<file path="src/rtl/sseg_display_driver_pkg.sv">
// Shared types and default timing values for the multiplexed seven-segment driver.
package sseg_display_driver_pkg;

    typedef enum logic {
        BLANK = 1'b0,
        ON    = 1'b1
    } state_t;

    localparam int DEFAULT_SLOT_CYCLES  = 100000;
    localparam int DEFAULT_GUARD_CYCLES = 16;
    localparam int DEFAULT_BLINK_FRAMES = 125;

    localparam logic [3:0] ANODES_OFF = 4'hF;
    localparam logic [7:0] SEGS_OFF   = 8'hFF;

endpackage

</file>
<file path="src/rtl/sseg_display_driver_blink_timer.sv">
// Counts frame latch loads and flips blink_phase once every BLINK_FRAMES loads.
module blink_timer
    import sseg_display_driver_pkg::*;
#(
    parameter int BLINK_FRAMES = DEFAULT_BLINK_FRAMES
) (
    input  logic clk,
    input  logic rst,
    input  logic frame_load,
    output logic blink_phase
);

    localparam int FW = (BLINK_FRAMES > 1) ? $clog2(BLINK_FRAMES) : 1;
    localparam logic [FW-1:0] FRAME_LAST = FW'(BLINK_FRAMES - 1);

    logic [FW-1:0] frame_cnt;

    always_ff @(posedge clk or posedge rst) begin
        if (rst) begin
            frame_cnt   <= '0;
            blink_phase <= 1'b0;
        end else if (frame_load) begin
            if (frame_cnt == FRAME_LAST) begin
                frame_cnt   <= '0;
                blink_phase <= ~blink_phase;
            end else begin
                frame_cnt <= frame_cnt + FW'(1);
            end
        end
    end

endmodule

</file>
<file path="src/rtl/sseg_display_driver.sv">
// Four-digit multiplexed seven-segment driver with guard blanking, PWM dimming,
// per-digit blinking and a per-frame input latch so a frame never tears.
module sseg_display_driver
    import sseg_display_driver_pkg::*;
#(
    parameter int SLOT_CYCLES  = DEFAULT_SLOT_CYCLES,
    parameter int GUARD_CYCLES = DEFAULT_GUARD_CYCLES,
    parameter int BLINK_FRAMES = DEFAULT_BLINK_FRAMES
) (
    input  logic        clk,
    input  logic        rst,
    input  logic [31:0] sseg_in,
    input  logic [3:0]  blink_mask,
    input  logic [2:0]  bright,
    input  logic        disp_en,
    output logic [3:0]  anode,
    output logic [7:0]  sseg,
    output logic        frame_start
);

    localparam int ON_CYCLES = SLOT_CYCLES - GUARD_CYCLES;
    localparam int CW        = (SLOT_CYCLES > 1) ? $clog2(SLOT_CYCLES) : 1;
    localparam logic [CW-1:0] GUARD_LAST = CW'(GUARD_CYCLES - 1);
    localparam logic [CW-1:0] ON_LAST    = CW'(ON_CYCLES - 1);

    state_t        state;
    logic [CW-1:0] slot_cnt;
    logic [1:0]    digit_idx;
    logic [2:0]    pwm_cnt;
    logic [31:0]   sseg_lat;
    logic [3:0]    mask_lat;
    logic          loaded;
    logic          blink_phase;

    logic          slot_end;
    logic          frame_load;
    logic          digit_lit;
    logic [3:0]    anode_next;
    logic [7:0]    sseg_next;

    assign slot_end   = (state == ON) && (slot_cnt == ON_LAST);
    // The very first edge after reset also loads, so the display never shows reset junk
    assign frame_load = !loaded || (slot_end && (digit_idx == 2'd3));
    assign digit_lit  = (state == ON) && (pwm_cnt <= bright) && disp_en
                        && !(blink_phase && mask_lat[digit_idx]);

    always_comb begin
        anode_next = ANODES_OFF;
        sseg_next  = SEGS_OFF;
        if (digit_lit) begin
            anode_next = ~(4'b0001 << digit_idx);
            sseg_next  = sseg_lat[{digit_idx, 3'b000} +: 8];
        end
    end

    always_ff @(posedge clk or posedge rst) begin
        if (rst) begin
            state       <= BLANK;
            slot_cnt    <= '0;
            digit_idx   <= 2'd0;
            anode       <= ANODES_OFF;
            sseg        <= SEGS_OFF;
            frame_start <= 1'b0;
        end else begin
            anode       <= anode_next;
            sseg        <= sseg_next;
            frame_start <= frame_load;
            case (state)
                BLANK: begin
                    if (slot_cnt == GUARD_LAST) begin
                        state    <= ON;
                        slot_cnt <= '0;
                    end else begin
                        slot_cnt <= slot_cnt + CW'(1);
                    end
                end
                ON: begin
                    if (slot_end) begin
                        state     <= BLANK;
                        slot_cnt  <= '0;
                        digit_idx <= digit_idx + 2'd1;
                    end else begin
                        slot_cnt <= slot_cnt + CW'(1);
                    end
                end
                default: begin
                    state    <= BLANK;
                    slot_cnt <= '0;
                end
            endcase
        end
    end

    always_ff @(posedge clk or posedge rst) begin
        if (rst) begin
            loaded   <= 1'b0;
            sseg_lat <= 32'hFFFF_FFFF;
            mask_lat <= 4'h0;
        end else if (frame_load) begin
            loaded   <= 1'b1;
            sseg_lat <= sseg_in;
            mask_lat <= blink_mask;
        end
    end

    always_ff @(posedge clk or posedge rst) begin
        if (rst) begin
            pwm_cnt <= 3'd0;
        end else begin
            pwm_cnt <= pwm_cnt + 3'd1;
        end
    end

    blink_timer #(
        .BLINK_FRAMES(BLINK_FRAMES)
    ) u_blink_timer (
        .clk        (clk),
        .rst        (rst),
        .frame_load (frame_load),
        .blink_phase(blink_phase)
    );

endmodule

</file>
<file path="config.mk">
export PLATFORM = sky130hd
export DESIGN_NAME = sseg_display_driver
export DESIGN_NICKNAME = d
export VERILOG_FILES = /design/src/rtl/sseg_display_driver_pkg.sv /design/src/rtl/sseg_display_driver_blink_timer.sv /design/src/rtl/sseg_display_driver.sv
export SDC_FILE = /design/constraint.sdc
export NUM_CORES = 1
export LEC_CHECK = 0
export CORE_MARGIN = 2
export CORE_UTILIZATION = 25
export DETAILED_ROUTE_END_ITERATION = 7
export SLEW_MARGIN = 20
export SYNTH_ARGS = -nofsm -noshare
export SYNTH_HDL_FRONTEND = slang
export SYNTH_SLANG_ARGS = --single-unit
</file>
<file path="constraint.sdc">
create_clock -name clk -period 4.53 [get_ports clk]
set_input_delay 0.453 -clock clk [delete_from_list [all_inputs] [get_ports clk]]
set_output_delay 0.453 -clock clk [all_outputs]
set_load 0.005 [all_outputs]
</file>
Word-level counts from Yosys, hierarchy flattened
Index checks and enable logic that the tools add are counted.
{"block": "word_totals", "ff_bits": 81, "in_bits": 42, "out_inout_bits": 13}
{"block": "op_classes", "addsub": 4, "n_lt_le_gt_ge": 2, "eq_ne": 4, "n_shift": 2, "mux": 11, "bitwise": 3, "reduce_logical": 11}
{"op": "17-bit two-way mux", "count": 2}
{"op": "17-bit one-hot mux with 2 select lines", "count": 1}
{"op": "32-bit by 6-bit variable part select with 8-bit output", "count": 1}
{"op": "17-bit by 1-bit adder with 17-bit output (second input constant)", "count": 1}
{"op": "17-bit == test (second input constant)", "count": 1}
{"op": "17-bit by 4-bit == test with 1-bit output (second input constant)", "count": 1}
{"op": "8-bit two-way mux", "count": 1}
{"op": "7-bit by 1-bit adder with 7-bit output (second input constant)", "count": 1}
{"op": "7-bit == test (second input constant)", "count": 1}
{"op": "7-bit two-way mux", "count": 1}
{"op": "1-bit logical AND", "count": 6}
{"op": "4-bit two-way mux", "count": 1}
{"op": "4-bit NOT", "count": 1}
{"op": "2-bit AND reduction", "count": 2}
{"op": "1-bit by 2-bit << shifter with 4-bit output (first input constant)", "count": 1}
{"op": "3-bit by 1-bit adder with 3-bit output (second input constant)", "count": 1}
{"op": "3-bit <= comparator", "count": 1}
{"op": "2-bit by 3-bit less-than comparator with 1-bit output (second input constant)", "count": 1}
{"op": "1-bit two-way mux", "count": 3}
{"op": "2-bit by 1-bit adder with 2-bit output (second input constant)", "count": 1}
{"op": "1-bit binary-select mux with 2-bit select", "count": 1}
{"op": "2-bit == test (second input constant)", "count": 1}
{"op": "1-bit zero test", "count": 2}
{"op": "1-bit NOT", "count": 2}
{"op": "2 further kinds", "count": 2}

Logic depth before layout (Yosys ltp)
{"block": "depth", "ltp_word": 6, "ltp_mapped": 9, "mapped_depth_nobuf": 7}

By module
Synthesis repeated with hierarchy kept, for this count alone.
{"block": "unflattened", "hier_cells": 281, "hier_area_um2": 3819.9}
{"mod": "sseg_display_driver", "instances": 1, "cells_each": 235, "area_each_um2": 3368.2, "seq_area_each_um2": 1881.8}
{"mod": "blink_timer", "instances": 1, "cells_each": 46, "area_each_um2": 451.7, "seq_area_each_um2": 200.2}

Worst setup path before layout
Ideal clock, no wire load.
{"block": "synth_timing", "path_type": "input to register", "start": "input bright[1]", "end": "register sseg[1]", "setup_ns": 0.088, "arrival_time_ns": 1.806, "required_time_ns": 4.442, "slack_ns": 2.636, "cell_stages": 8, "path_buffers": 1, "cell_sequence": "inv_1 ha_1 nor2b_1 o21ai_0 nand2b_1 a221oi_1 clkbuf_1 nand2b_1"}
{"block": "synth_via", "elab_chain_cells": 5}
{"item": "from (decl)", "line_no": "sseg_display_driver.sv:14", "text": "input logic [2:0] bright,"}
{"item": "3-bit <= comparator", "line_no": "sseg_display_driver.sv:44", "text": "assign digit_lit = (state == ON) && (pwm_cnt <= bright) && disp_en"}
{"item": "1-bit logical AND (2 in a row)", "line_no": "sseg_display_driver.sv:44"}
{"item": "1-bit logical AND", "line_no": "sseg_display_driver.sv:45", "text": "&& !(blink_phase && mask_lat[digit_idx]);"}
{"item": "8-bit two-way mux", "line_no": "sseg_display_driver.sv:50", "text": "if (digit_lit) begin"}
{"item": "net sseg_next[1]", "line_no": "sseg_display_driver.sv:39", "text": "logic [7:0] sseg_next;"}
{"item": "to (signal assigned)", "line_no": "sseg_display_driver.sv:66", "text": "sseg <= sseg_next;"}
{"item": "to (decl)", "line_no": "sseg_display_driver.sv:17", "text": "output logic [7:0] sseg,"}
The timed path passes the listed nets, and every way through them passes these cells.
A chain may end at the register's enable or synchronous reset.

Worst setup path after layout
{"block": "layout_timing", "start": "register digit_idx[0]", "end": "register anode[3]"}
{"block": "layout_via", "elab_chain_cells": 6, "word_cells_on_any_way": 8, "classes_between": "1 x shift; 3 x mux; 1 x bitwise; 3 x reduce/logical"}
{"item": "from (decl)", "line_no": "sseg_display_driver.sv:28", "text": "logic [1:0] digit_idx;"}
{"item": "from (signal assigned)", "line_no": "sseg_display_driver.sv:81", "text": "digit_idx <= digit_idx + 2'd1;"}
{"item": "1-bit binary-select mux with 2-bit select", "line_no": "sseg_display_driver.sv:45"}
{"item": "1-bit two-way mux (not written as such)", "line_no": "sseg_display_driver.sv:45"}
{"item": "1-bit logical AND", "line_no": "sseg_display_driver.sv:45"}
{"item": "1-bit zero test", "line_no": "sseg_display_driver.sv:45"}
{"item": "1-bit logical AND", "line_no": "sseg_display_driver.sv:45"}
{"item": "4-bit two-way mux *", "line_no": "sseg_display_driver.sv:50"}
{"item": "net anode_next[3]", "line_no": "sseg_display_driver.sv:38", "text": "logic [3:0] anode_next;"}
{"item": "to (signal assigned)", "line_no": "sseg_display_driver.sv:65", "text": "anode <= anode_next;"}
{"item": "to (decl)", "line_no": "sseg_display_driver.sv:16", "text": "output logic [3:0] anode,"}
Mark *: on every way through the listed nets, which the timed path passes. The rest lies on a longest branch. The select of a mux whose other input is x is not followed.

==> impl_metrics.yaml <==
run_status:
  status: "completed"
cells_and_area:
  final-seq-area_mm2: 0.00208
  antenna_cells: 0
  layout_commonest_cell: "nand2_1"
  final_nets: 453
  syn2layout_area_growth_pct: 28.6
  multi_input_area_mm2: 0.00142
  fin_cells: 585
  nFillCells: 1433
  final_layout_size_suffix_gt1_share_pct: 18.3
  most-common-layout-cells: "123 x nand2_1, 54 x clkdlybuf4s50_1, 44 x dfstp_2"
  final_util_pct: 33.1
sta:
  fmax_mhz: 406
  rsz0062_at_grt: "false"
  final_max_slew_viol_count: 0
  relSlewSlack_pct: 38.6
  setup_violations: 0
  final.min_clock_period_ns: 2.47
  final.setup.tns_ns: 0
  finalHoldViolCount: 0
  fin_ws_ns: 2.06
  worstMarginPinSlew_ns: 0.921
  finClkSkew_ns: 0.00946
  post-route-period-util_pct: 54.4
clock_network:
  cts_hold_buf: 0
  path_clk_slew_ns: 0.06
  clockRootBuffer: "clkbuf_16"
  clockBufferDepth: 2
  cts.sinks: 81
  cts_tree: "done"
  cts_max_level: 3
  postCtsSetupBuffers: 0
  insertion_delay_ns: 0.33
  cts_resized: 0
  cts_buffers: 9
critical_path:
  critPathMaxFanout: 13
  rr_startpoint: "digit_idx[0]"
  arrival_ns: 2.68
  slowest_delay_ns: 0.83
  timing_worst_setup_path_type: "reg2reg"
  crit_path_cell_trace: "mux4_2 -> a221oi_2 -> nand2_1"
  cp-end-kind: "register"
  crit_required_ns: 4.75
  startpoint: "digit_idx[0]"
  cp_slowest_cell: "dfrtp_1"
  worst_setup_path_start_kind: "register"
drt:
  ant_nets: 0
  firstDrtPassIters: 4
  drc_errors: 0
  routed_wirelength_um: 7390
  drtIter0Drc: 93
  post_drt_wl_per_cell_um: 12.6
  routed_via_density: 4.24
  via_count: 2481
pwr:
  finalPower_mw: 1.75
  power.leakage_nw: 2.03
  p_per_area_mw_per_mm2: 378
  ir_worst_vdd_mv: 0.168
place:
  io_buffers: 54
  routabilityCongestion: 0.779
  dp_cells: 569
  dp_slack_ns: 1.82
  dp_hpwl_um: 5210
global_route:
  antenna_found_initial: 0
  grt_pass1_vias: 2565
  grt_first_pass_wirelength_um: 12400
  grt_max_degree: 46
  gr-usage-all-layers_pct: 10.5
  grt_overflow: 0
synthesis:
  synth_xor_area_share_pct: 4.14
  synth-simple-area-share_pct: 21.7
  yosysWarnings: 0
  netlist_area_mm2: 0.00360
  synth_cell_types: 32
  syn_avg_cell_area_um2: 10.3
  ys_seq_elements: 81
  synth_mux_area_share_pct: 5.94
  synth_top_flop_cell: "dfstp_2"
  yosysSeqAreaShare_pct: 57.8
  synth_top_family_by_area: "simple AND/OR/NAND/NOR gates"
  syn-num-nets: 401
  async_flop_share_pct: 100
  netlist_instances: 348
  synth_edf_count: 0
  synthAdderAreaFrac_pct: 3.82
  synth_compound_area_share_pct: 3.55
die:
  core-area_mm2: 0.0140
  fp.dieH_um: 124
  design.die.area_mm2: 0.0154
  row_count: 43
  die_w_um: 124
  start_util_pct: 25.7
  ioPinCount: 55
worst_hold_path:
  min-delay-start: "pwm_cnt[0]"
  holdCritPathClass: "reg2reg"
job:
  maxCapViolCount: 0
==> path summary, 6_finish.rpt <==
check,to,slack (ns),cells past startpoint
worst max register to register,anode[3],2.06,3
max in group asynchronous,sseg_lat[14],3.02,3
worst max-delay path,anode[3],2.06,3
worst min register to register,pwm_cnt[0],0.45,1
min in group asynchronous,frame_start,0.52,2
worst min-delay path,pwm_cnt[0],0.45,1
==> state kept, by name (all words and copies together) (netlist names), 2 cells and up <==
signal and count:
sseg_lat 32, pwm_cnt 3, sseg 8, u_blink_timer.frame_cnt 7
anode 4, slot_cnt 17, digit_idx 2, mask_lat 4
==> final cells by class <==
class	count	share of cell area, %
multi-input combinational	242	30.6
clock inverter	3	1.03
tap	180	4.86
inverter	10	0.865
sequential	81	45.0
clock buffer	13	5.65
timing repair buffer	56	12.0
==> layer usage <==
layer / vias up / wire, um / GRT usage, % / part of all wire [%]
met3: 6 / 318 / 3.34 / 4.3
met2: 37 / 3440 / 17.0 / 47
met1: 1193 / 3550 / 13.4 / 48
met4: 0 / 78 / 3.44 / 1.1
met5: - / 0 / 0 / 0
li1: 1245 / - / - / -
==> through the flow <==
step | area, um^2 | hold WS [ns]
2_1_floorplan | 3600 | 0.418
3_3_place_gp | 4320 | 0.439
3_5_place_dp | 4320 | 0.444
4_1_cts | 4630 | 0.453
5_1_grt | 4630 | 0.466
6_report | 4630 | 0.448
==> worst max-delay path, delay by kind of cell (launching register included) <==
kind	cells	cell delay, ns
compound gates	1	0.79
mux	1	0.60
flops	1	0.83
simple gates	1	0.14
==> power breakdown <==
part           internal, mW  leakage [nW]  switching [mW]
Clock                 0.463         0.149           0.276
Combinational        0.0865         0.941          0.0796
Sequential            0.805         0.941          0.0393
==> cell usage after synthesis, drive strengths merged (3+ instances only) <==
cell type / number / area (um^2)
ha: 11 / 138
nor2: 14 / 52.6
o21ai: 16 / 80.1
and3: 6 / 37.5
clkbuf: 8 / 30.0
dfstp: 44 / 1160
dfrtp: 37 / 926
nand2: 123 / 462
xnor2: 10 / 87.6
nand4: 5 / 31.3
nand2b: 9 / 56.3
inv: 9 / 33.8
nand3: 12 / 60.1
buf: 7 / 37.5
or3: 3 / 18.8
nor4: 3 / 25.0
xor2: 7 / 61.3
mux4: 9 / 203
==> kinds of logic after synthesis <==
| family | Yosys count |
|---|---|
| XOR/XNOR | 17 |
| other | 1 |
| buffers and inverters | 25 |
| AND/OR/NAND/NOR | 180 |
| AO/OA/AOI/OAI | 23 |
| multiplexers | 10 |
| adder cells (fa/ha/maj) | 11 |
| flip-flops | 81 |
(Power assumes the default switching activity.)
